--- src/rtl/mem_dump_engine_if.sv ---
// Memory read port and output stream of the dump engine, bundled as one interface.
// master = engine side, slave = memory/sink side.
interface mem_dump_if #(
  parameter int WORD_SIZE = 32,
  parameter int ADDR_LEN  = 5
);
  logic                 mem_rd_en;
  logic [ADDR_LEN-1:0]  mem_addr;
  logic [WORD_SIZE-1:0] mem_rdata;
  logic                 out_valid;
  logic                 out_ready;
  logic [WORD_SIZE-1:0] out_data;
  logic [ADDR_LEN-1:0]  out_addr;
  logic                 out_last;
  logic                 chk_beat;

  modport master (
    output mem_rd_en, mem_addr, out_valid, out_data, out_addr, out_last, chk_beat,
    input  mem_rdata, out_ready
  );

  modport slave (
    input  mem_rd_en, mem_addr, out_valid, out_data, out_addr, out_last, chk_beat,
    output mem_rdata, out_ready
  );
endinterface

--- src/rtl/mem_dump_engine.sv ---
// Reads data memory words 0..MEM_SIZE-1 and streams each one out with its address.
// Define DUMP_CHECKSUM_EN to append a trailer beat carrying the sum of all dumped words.
//   state | meaning
//   IDLE  | waiting for start
//   RD    | read strobe for word cnt
//   CAP   | memory data returned, registered into the beat
//   SEND  | beat valid, waiting for accept
//   CHK   | load checksum trailer beat (checksum build only)
//   DONE  | one-cycle completion pulse
module mem_dump_engine #(
  parameter int WORD_SIZE = 32,
  parameter int ADDR_LEN  = 5,
  parameter int MEM_SIZE  = 32
) (
  input  logic       clk,
  input  logic       rstn,
  input  logic       start,
  output logic       busy,
  output logic       done,
  mem_dump_if.master bus
);
  localparam logic [ADDR_LEN-1:0] LAST_ADDR = ADDR_LEN'(MEM_SIZE - 1);

  typedef enum logic [2:0] {
    IDLE, RD, CAP, SEND, DONE
`ifdef DUMP_CHECKSUM_EN
    , CHK
`endif
  } state_t;

  state_t               state, state_nxt;
  logic [ADDR_LEN-1:0]  cnt, addr_q;
  logic [WORD_SIZE-1:0] data_q;
  logic                 last_q;
  logic                 accept, last_word;
`ifdef DUMP_CHECKSUM_EN
  logic [WORD_SIZE-1:0] sum_q;
  logic                 chk_q;
`endif

  assign accept    = (state == SEND) && bus.out_ready;
  assign last_word = (cnt == LAST_ADDR);

  always_ff @(posedge clk or negedge rstn) begin
    if (!rstn) state <= IDLE;
    else       state <= state_nxt;
  end

  always_comb begin
    state_nxt = state;
    case (state)
      IDLE: if (start) state_nxt = RD;
      RD:   state_nxt = CAP;
      CAP:  state_nxt = SEND;
      SEND: if (accept) begin
        if (!last_word)  state_nxt = RD;
`ifdef DUMP_CHECKSUM_EN
        else if (chk_q)  state_nxt = DONE;
        else             state_nxt = CHK;
`else
        else             state_nxt = DONE;
`endif
      end
      DONE: state_nxt = IDLE;
`ifdef DUMP_CHECKSUM_EN
      CHK:  state_nxt = SEND;
`endif
      default: state_nxt = IDLE;
    endcase
  end

  // cnt parks on the last address until DONE, so it never runs past MEM_SIZE-1.
  always_ff @(posedge clk or negedge rstn) begin
    if (!rstn) begin
      cnt    <= '0;
      data_q <= '0;
      addr_q <= '0;
      last_q <= 1'b0;
`ifdef DUMP_CHECKSUM_EN
      sum_q  <= '0;
      chk_q  <= 1'b0;
`endif
    end else begin
      case (state)
        CAP: begin
          data_q <= bus.mem_rdata;
          addr_q <= cnt;
`ifdef DUMP_CHECKSUM_EN
          last_q <= 1'b0;
          chk_q  <= 1'b0;
`else
          last_q <= last_word;
`endif
        end
        SEND: if (bus.out_ready) begin
          if (!last_word) cnt <= cnt + 1'b1;
`ifdef DUMP_CHECKSUM_EN
          if (!chk_q) sum_q <= sum_q + data_q;
`endif
        end
        DONE: begin
          cnt    <= '0;
          last_q <= 1'b0;
`ifdef DUMP_CHECKSUM_EN
          chk_q  <= 1'b0;
`endif
        end
`ifdef DUMP_CHECKSUM_EN
        CHK: begin
          data_q <= sum_q;
          addr_q <= '0;
          last_q <= 1'b1;
          chk_q  <= 1'b1;
        end
        IDLE: if (start) sum_q <= '0;
`endif
        default: ;
      endcase
    end
  end

  assign busy          = (state != IDLE);
  assign done          = (state == DONE);
  assign bus.mem_rd_en = (state == RD);
  assign bus.mem_addr  = (state == RD) ? cnt : '0;
  assign bus.out_valid = (state == SEND);
  assign bus.out_data  = data_q;
  assign bus.out_addr  = addr_q;
  assign bus.out_last  = last_q;
`ifdef DUMP_CHECKSUM_EN
  assign bus.chk_beat  = chk_q;
`else
  assign bus.chk_beat  = 1'b0;
`endif
endmodule

--- src/flat_wrapper.sv ---
// flat-port wrapper written by rule: the top's interface ports become plain ports
module mem_dump_engine_flat 
#(
  parameter int WORD_SIZE = 32,
  parameter int ADDR_LEN  = 5,
  parameter int MEM_SIZE  = 32
)
  (clk, rstn, start, busy, done, bus_mem_rd_en, bus_mem_addr, bus_out_valid, bus_out_data, bus_out_addr, bus_out_last, bus_chk_beat, bus_mem_rdata, bus_out_ready);
  mem_dump_if #(.WORD_SIZE(WORD_SIZE), .ADDR_LEN(ADDR_LEN)) bus_i ();
  input  logic clk;
  input  logic rstn;
  input  logic start;
  output logic busy;
  output logic done;
  output wire logic [$bits(bus_i.mem_rd_en)-1:0] bus_mem_rd_en;
  output wire logic [$bits(bus_i.mem_addr)-1:0] bus_mem_addr;
  output wire logic [$bits(bus_i.out_valid)-1:0] bus_out_valid;
  output wire logic [$bits(bus_i.out_data)-1:0] bus_out_data;
  output wire logic [$bits(bus_i.out_addr)-1:0] bus_out_addr;
  output wire logic [$bits(bus_i.out_last)-1:0] bus_out_last;
  output wire logic [$bits(bus_i.chk_beat)-1:0] bus_chk_beat;
  input wire logic [$bits(bus_i.mem_rdata)-1:0] bus_mem_rdata;
  input wire logic [$bits(bus_i.out_ready)-1:0] bus_out_ready;
  assign bus_mem_rd_en = bus_i.mem_rd_en;
  assign bus_mem_addr = bus_i.mem_addr;
  assign bus_out_valid = bus_i.out_valid;
  assign bus_out_data = bus_i.out_data;
  assign bus_out_addr = bus_i.out_addr;
  assign bus_out_last = bus_i.out_last;
  assign bus_chk_beat = bus_i.chk_beat;
  assign bus_i.mem_rdata = bus_mem_rdata;
  assign bus_i.out_ready = bus_out_ready;
  mem_dump_engine #(.WORD_SIZE(WORD_SIZE), .ADDR_LEN(ADDR_LEN), .MEM_SIZE(MEM_SIZE)) u_core (.clk(clk), .rstn(rstn), .start(start), .busy(busy), .done(done), .bus(bus_i));
endmodule
--- config.mk ---
export PLATFORM = sky130hd
export DESIGN_NAME = mem_dump_engine_flat
export DESIGN_NICKNAME = d
export VERILOG_FILES = /design/src/rtl/mem_dump_engine_if.sv /design/src/rtl/mem_dump_engine.sv /design/src/flat_wrapper.sv
export SDC_FILE = /design/constraint.sdc
export NUM_CORES = 1
export LEC_CHECK = 0
export CAP_MARGIN = 15
export CORE_MARGIN = 3
export CORE_UTILIZATION = 37
export DETAILED_ROUTE_END_ITERATION = 6
export PLACE_DENSITY = 0.72
export SYNTH_ARGS = -nofsm -noshare
export SYNTH_HDL_FRONTEND = slang
export SYNTH_SLANG_ARGS = --single-unit
--- constraint.sdc ---
create_clock -name clk -period 1.95 [get_ports clk]
set_input_delay 0.2925 -clock clk [delete_from_list [all_inputs] [get_ports clk]]
set_output_delay 0.2925 -clock clk [all_outputs]
set_load 0.01 [all_outputs]
### Word level (Yosys, flattened, before mapping)

Cells that the tools add are included.

* add/subtract/negate cells: 1
* eq/ne operators: 9
* multiplexer cells: 9
* reduce and logical (&&, ||, !) cells: 7

Operator list (number)
* 5-bit two-way mux: 3
* 3-bit case mux with 4 select lines: 1
* 5-bit case mux with 2 select lines: 1
* 3-bit two-way mux: 3
* 3-bit by 2-bit equality test with 1-bit output (second input constant): 2
* 5-bit by 1-bit adder with 5-bit output (second input constant): 1
* 5-bit equality test (second input constant): 1
* 2-bit by 1-bit != test with 1-bit output (second input constant): 2
* 2-bit != test (second input constant): 2
* 2-bit nonzero test: 2
* 3-bit by 1-bit equality test with 1-bit output (second input constant): 1
* 3-bit equality test (second input constant): 1
* 3-bit logical NOT: 1
* 3-bit AND reduction: 1
* 3-bit nonzero test: 1
* 1-bit case mux with 2 select lines: 1
* 2-bit AND reduction: 1
* 1-bit logical AND: 1

* register bits: 46
* output and inout bits: 48
* logic and storage cells: 31

### Logic depth before layout (Yosys ltp)

* depth after elaboration: 4
* gate-level depth with buffers: 6

### Least setup slack after synthesis

Ideal clock, no wire load.

* path type: register -> register
* from: reg u_core.cnt[0]
* to: reg u_core.cnt[3]
* library setup time: 79 ps
* data arrival time: 1569 ps
* required time: 1871 ps
* path slack: 301 ps
* stages on the path, launching flop included: 7
* buffers on the path: 0
* cell sequence: dfrtp_1 ha_1 and3_1 ha_1 nand2b_1 nor3_1 mux2i_1

* longest elaborated chain between the ends: 4
* elaborated cells between the ends (all ways): 7

Ends and longest elaborated chain
* start, declared: RTL line mem_dump_engine.sv:32 `logic [ADDR_LEN-1:0] cnt, addr_q;`
* start signal, assigned: RTL line mem_dump_engine.sv:96 `if (!last_word) cnt <= cnt + 1'b1;`
* 5-bit by 1-bit adder with 5-bit output: RTL line mem_dump_engine.sv:96
* 5-bit two-way mux: RTL line mem_dump_engine.sv:96
* 5-bit two-way mux: RTL line mem_dump_engine.sv:95 `SEND: if (bus.out_ready) begin`
* 5-bit case mux with 2 select lines: RTL line mem_dump_engine.sv:84 `case (state)`

Parallel ways exist; a longest one is shown, timed or not. The select of a mux whose other input is x is not followed.
A chain may end at the register's enable or synchronous reset.

### Worst setup path after layout

* from: reg u_core.state[1]
* to: out bus_mem_rd_en

* longest elaborated chain between the ends: 1

Ends and longest elaborated chain
* start, declared: RTL line mem_dump_engine.sv:31 `state_t state, state_nxt;`
* start signal, assigned: RTL line mem_dump_engine.sv:46 `else state <= state_nxt;`
* 3-bit by 1-bit equality test with 1-bit output: RTL line mem_dump_engine.sv:124 `assign bus.mem_rd_en = (state == RD);`
* end, declared: RTL line flat_wrapper.sv:15 `output wire logic [$bits(bus_i.mem_rd_en)-1:0] bus_mem_rd_en;`

No other way between the ends.

==> out/summary.txt <==
Status -> complete, no violations
Starting Density -> 39.6%
1st-pass router iterations -> 2
Synth warnings -> 0
Cell Int Power -> 3370 uW
Setup Crit Path Kind -> reg2out
Synth Net Count -> 170
Netlist cell types -> 29
Clk buf depth -> 2
H-tree depth -> 2
Antenna diodes -> 0
Worst path required time -> 1660 ps
Drt drc -> 0
Die height -> 78.3 um
Via-to-Cell Ratio -> 4.54
Vias -> 1334
Final WL -> 4330 um
Clk_lat worst skew -> 300 ps
Cells after synthesis -> 132
Area of the core -> 4880 um^2
Final Hold Viols -> 0
Num CTS Buffers -> 5
Worst Skew -> 7.61 ps
Storage cell area -> 1150 um^2
Num ports -> 84
Post-synth top area cell -> dfrtp_1
Top_reg_cell synth -> dfrtp_1
P&R area growth vs syn -> 54.7%
Die W -> 78.3 um
Finished Cell Area -> 2990 um^2
Worst Hold Class -> in2async
Seq/Total Area, Yosys -> 59.6%
Clock root cell -> clkbuf_8
Final min period -> 1860 ps
Gr usage total -> 15.0%
Filler Cell Count -> 429
Nets -> 264
Die ar. -> 6120 um^2
First-pass GRT wire length -> 7160 um
Fin Setup TNS -> 0 ps
Postcts setup bufs -> 0
Max-cap viol count -> 0
Pwr Density -> 1640 nW/um^2
FFs w/ async S/R, synth -> 100%
Setup crit start kind -> register
Gpl congestion -> 0.783
Vias in the first global route -> 1466
VDD IR-drop max -> 915 uV
Clock slew at reported path FFs -> 90 ps
CP Max Fanout -> 6
Area contributors post-synth -> dfrtp_1 (60%), mux2_2 (17%), mux2_4 (6.2%)
Multi-input gate area -> 717 um^2
GRT overflow -> 0
Initial antenna violation count -> 0
Synthesized area per cell -> 14.6 um^2
Clock sink count -> 46
Post-Syn Area -> 1930 um^2
Share of the synthesized area in the top cell type -> 59.6%
Count leader, synth -> dfrtp_1
WP data arrival -> 1570 ps
Largest net degree at the start of global routing -> 47
Sw Share -> 31.1%
P_leak -> 0.00130 uW
Fmax -> 537 MHz
Clock power frac -> 14.6%
# rows -> 25
Initial drt markers -> 41
Share of cells above drive strength 1 -> 26.0%
Post-DP Area -> 2870 um^2
Max-slew violations -> 0
Gate power share -> 50.9%
DR WL/cell -> 14.7 um
Detailed Place HPWL -> 3100 um
DRT antenna net count -> 0
Sequential power share -> 34.5%
Final period util -> 95.5%
Unrepaired setup endpoints after global routing -> false
P_sw -> 1520 uW
Synth Register Bits -> 46
CTS tree -> done
Endpoints failing setup -> 0
Port Buffers -> 82
Synth top cells by count -> dfrtp_1 (46), mux2_2 (29), mux2_4 (8), nand2_1 (6), and2_1 (5)
Setup crit end kind -> output pin
Post-synth EDFFs -> 0
## what timing repair did
action                                 CTS  global route
endpoints found under the hold margin   46             0
setup endpoints to repair                9             0
hold buffers                             1             0
gates resized for setup                  9             0
## sequential cells by signal, summed over array words and instances (netlist names)
register	count
u_core.bus.out_data	32
u_core.bus.out_last	1
u_core.bus.out_addr	5
u_core.state	3
u_core.cnt	5
## worst max-delay path, cell delays in order, from the launching register on
cell and delay [ps]:
dfrtp_1 400, nor3b_2 190, buf_4 150, clkdlybuf4s50_1 530
## metrics by stage
step	instances	worst slack, ps	hold WS, ps	utilization, %	total power (uW)
2_1_floorplan	132	301	-3.09	-	2990
3_3_place_gp	285	174	292	58.8	4230
3_5_place_dp	285	167	294	58.8	4260
4_1_cts	294	53.4	498	61.2	4970
5_1_grt	294	22.9	511	61.2	5220
6_report	294	87.9	492	61.2	4890
## cells in the final DEF (no fill, tap or decap)
cell type        Yosys  routed
clkinv_2             0       1
nor3b_4              1       1
conb_1               1       1
nand2b_1             1       1
mux2i_1              2       2
clkbuf_8             0       5
buf_2                0       1
dlygate4sd2_1        0       8
nand3_1              4       4
o21ai_0              3       3
or3b_2               1       1
a21oi_1              3       3
dlygate4sd3_1        0       1
o21bai_1             2       2
inv_1                2       2
dfrtp_1             46      46
nor3b_2              0       1
buf_4                4       8
a31oi_1              1       1
mux2_2              29      29
nand3b_1             1       1
ha_1                 2       2
o211ai_1             1       1
mux2_4               8       8
o31ai_1              1       1
buf_12               1       2
clkdlybuf4s50_1      0      73
nor3_1               1       1
nor2b_1              1       1
bufinv_16            0       1
nor2_1               1       1
or3_1                1       1
nand2_1              6       6
and3_1               1       1
and2_1               5       5
inv_6                0       1
## power groups by stage
stage / clock network [uW] / registers, uW / logic [uW]
6_report: 715 / 1690 / 2490
5_1_grt: 773 / 1770 / 2680
4_1_cts: 745 / 1690 / 2530
3_5_place_dp: 0 / 1710 / 2550
3_3_place_gp: 0 / 1690 / 2540
2_1_floorplan: 0 / 1890 / 1110
## cells by family (layout without fill, tap and decap cells)
group	count (synthesis)	after routing	synth area share, %
AOI/OAI and AO/OA	11	11	3.43
other	1	1	0.194
DFF	46	46	59.6
adders and majority gates	2	2	1.30
and+or+nand+nor	25	25	7.77
muxes	39	39	24.2
buffers and inverters	8	103	3.56
## cell type report
type,count,share of cell area [%]
Clock buffer,5,2.30
Clock inverter,3,1.47
Inverter,2,0.251
Multi-Input combinational cell,78,24.0
Sequential cell,46,38.5
Tap cell,67,2.81
Timing Repair Buffer,93,30.7
## per-layer routing
layer	vias up	wire [um]	share of wire, %	GRT usage (%)
met5	-	0	0	0
met4	0	44	1.0	4.72
met3	5	373	8.6	6.31
met2	53	1980	46	23.5
met1	631	1930	45	18.7
li1	645	-	-	-
## final timing paths
path,endpoint,slack (ps),cells past startpoint,from
max,bus_mem_rd_en,90,3,u_core.state[1]$_DFFE_PN0P_
min,u_core.bus.out_data[28]$_DFFE_PN0P_,490,3,rstn
max reg2reg,u_core.cnt[3]$_DFFE_PN0P_,210,6,u_core.cnt[0]$_DFFE_PN0P_
min reg2reg,u_core.bus.out_data[8]$_DFFE_PN0P_,510,1,u_core.bus.out_data[8]$_DFFE_PN0P_
max in group asynchronous,u_core.bus.out_data[7]$_DFFE_PN0P_,1240,3,rstn
min in group clk,u_core.bus.out_data[8]$_DFFE_PN0P_,510,1,u_core.bus.out_data[8]$_DFFE_PN0P_
Power figures use the tool's default switching activity.
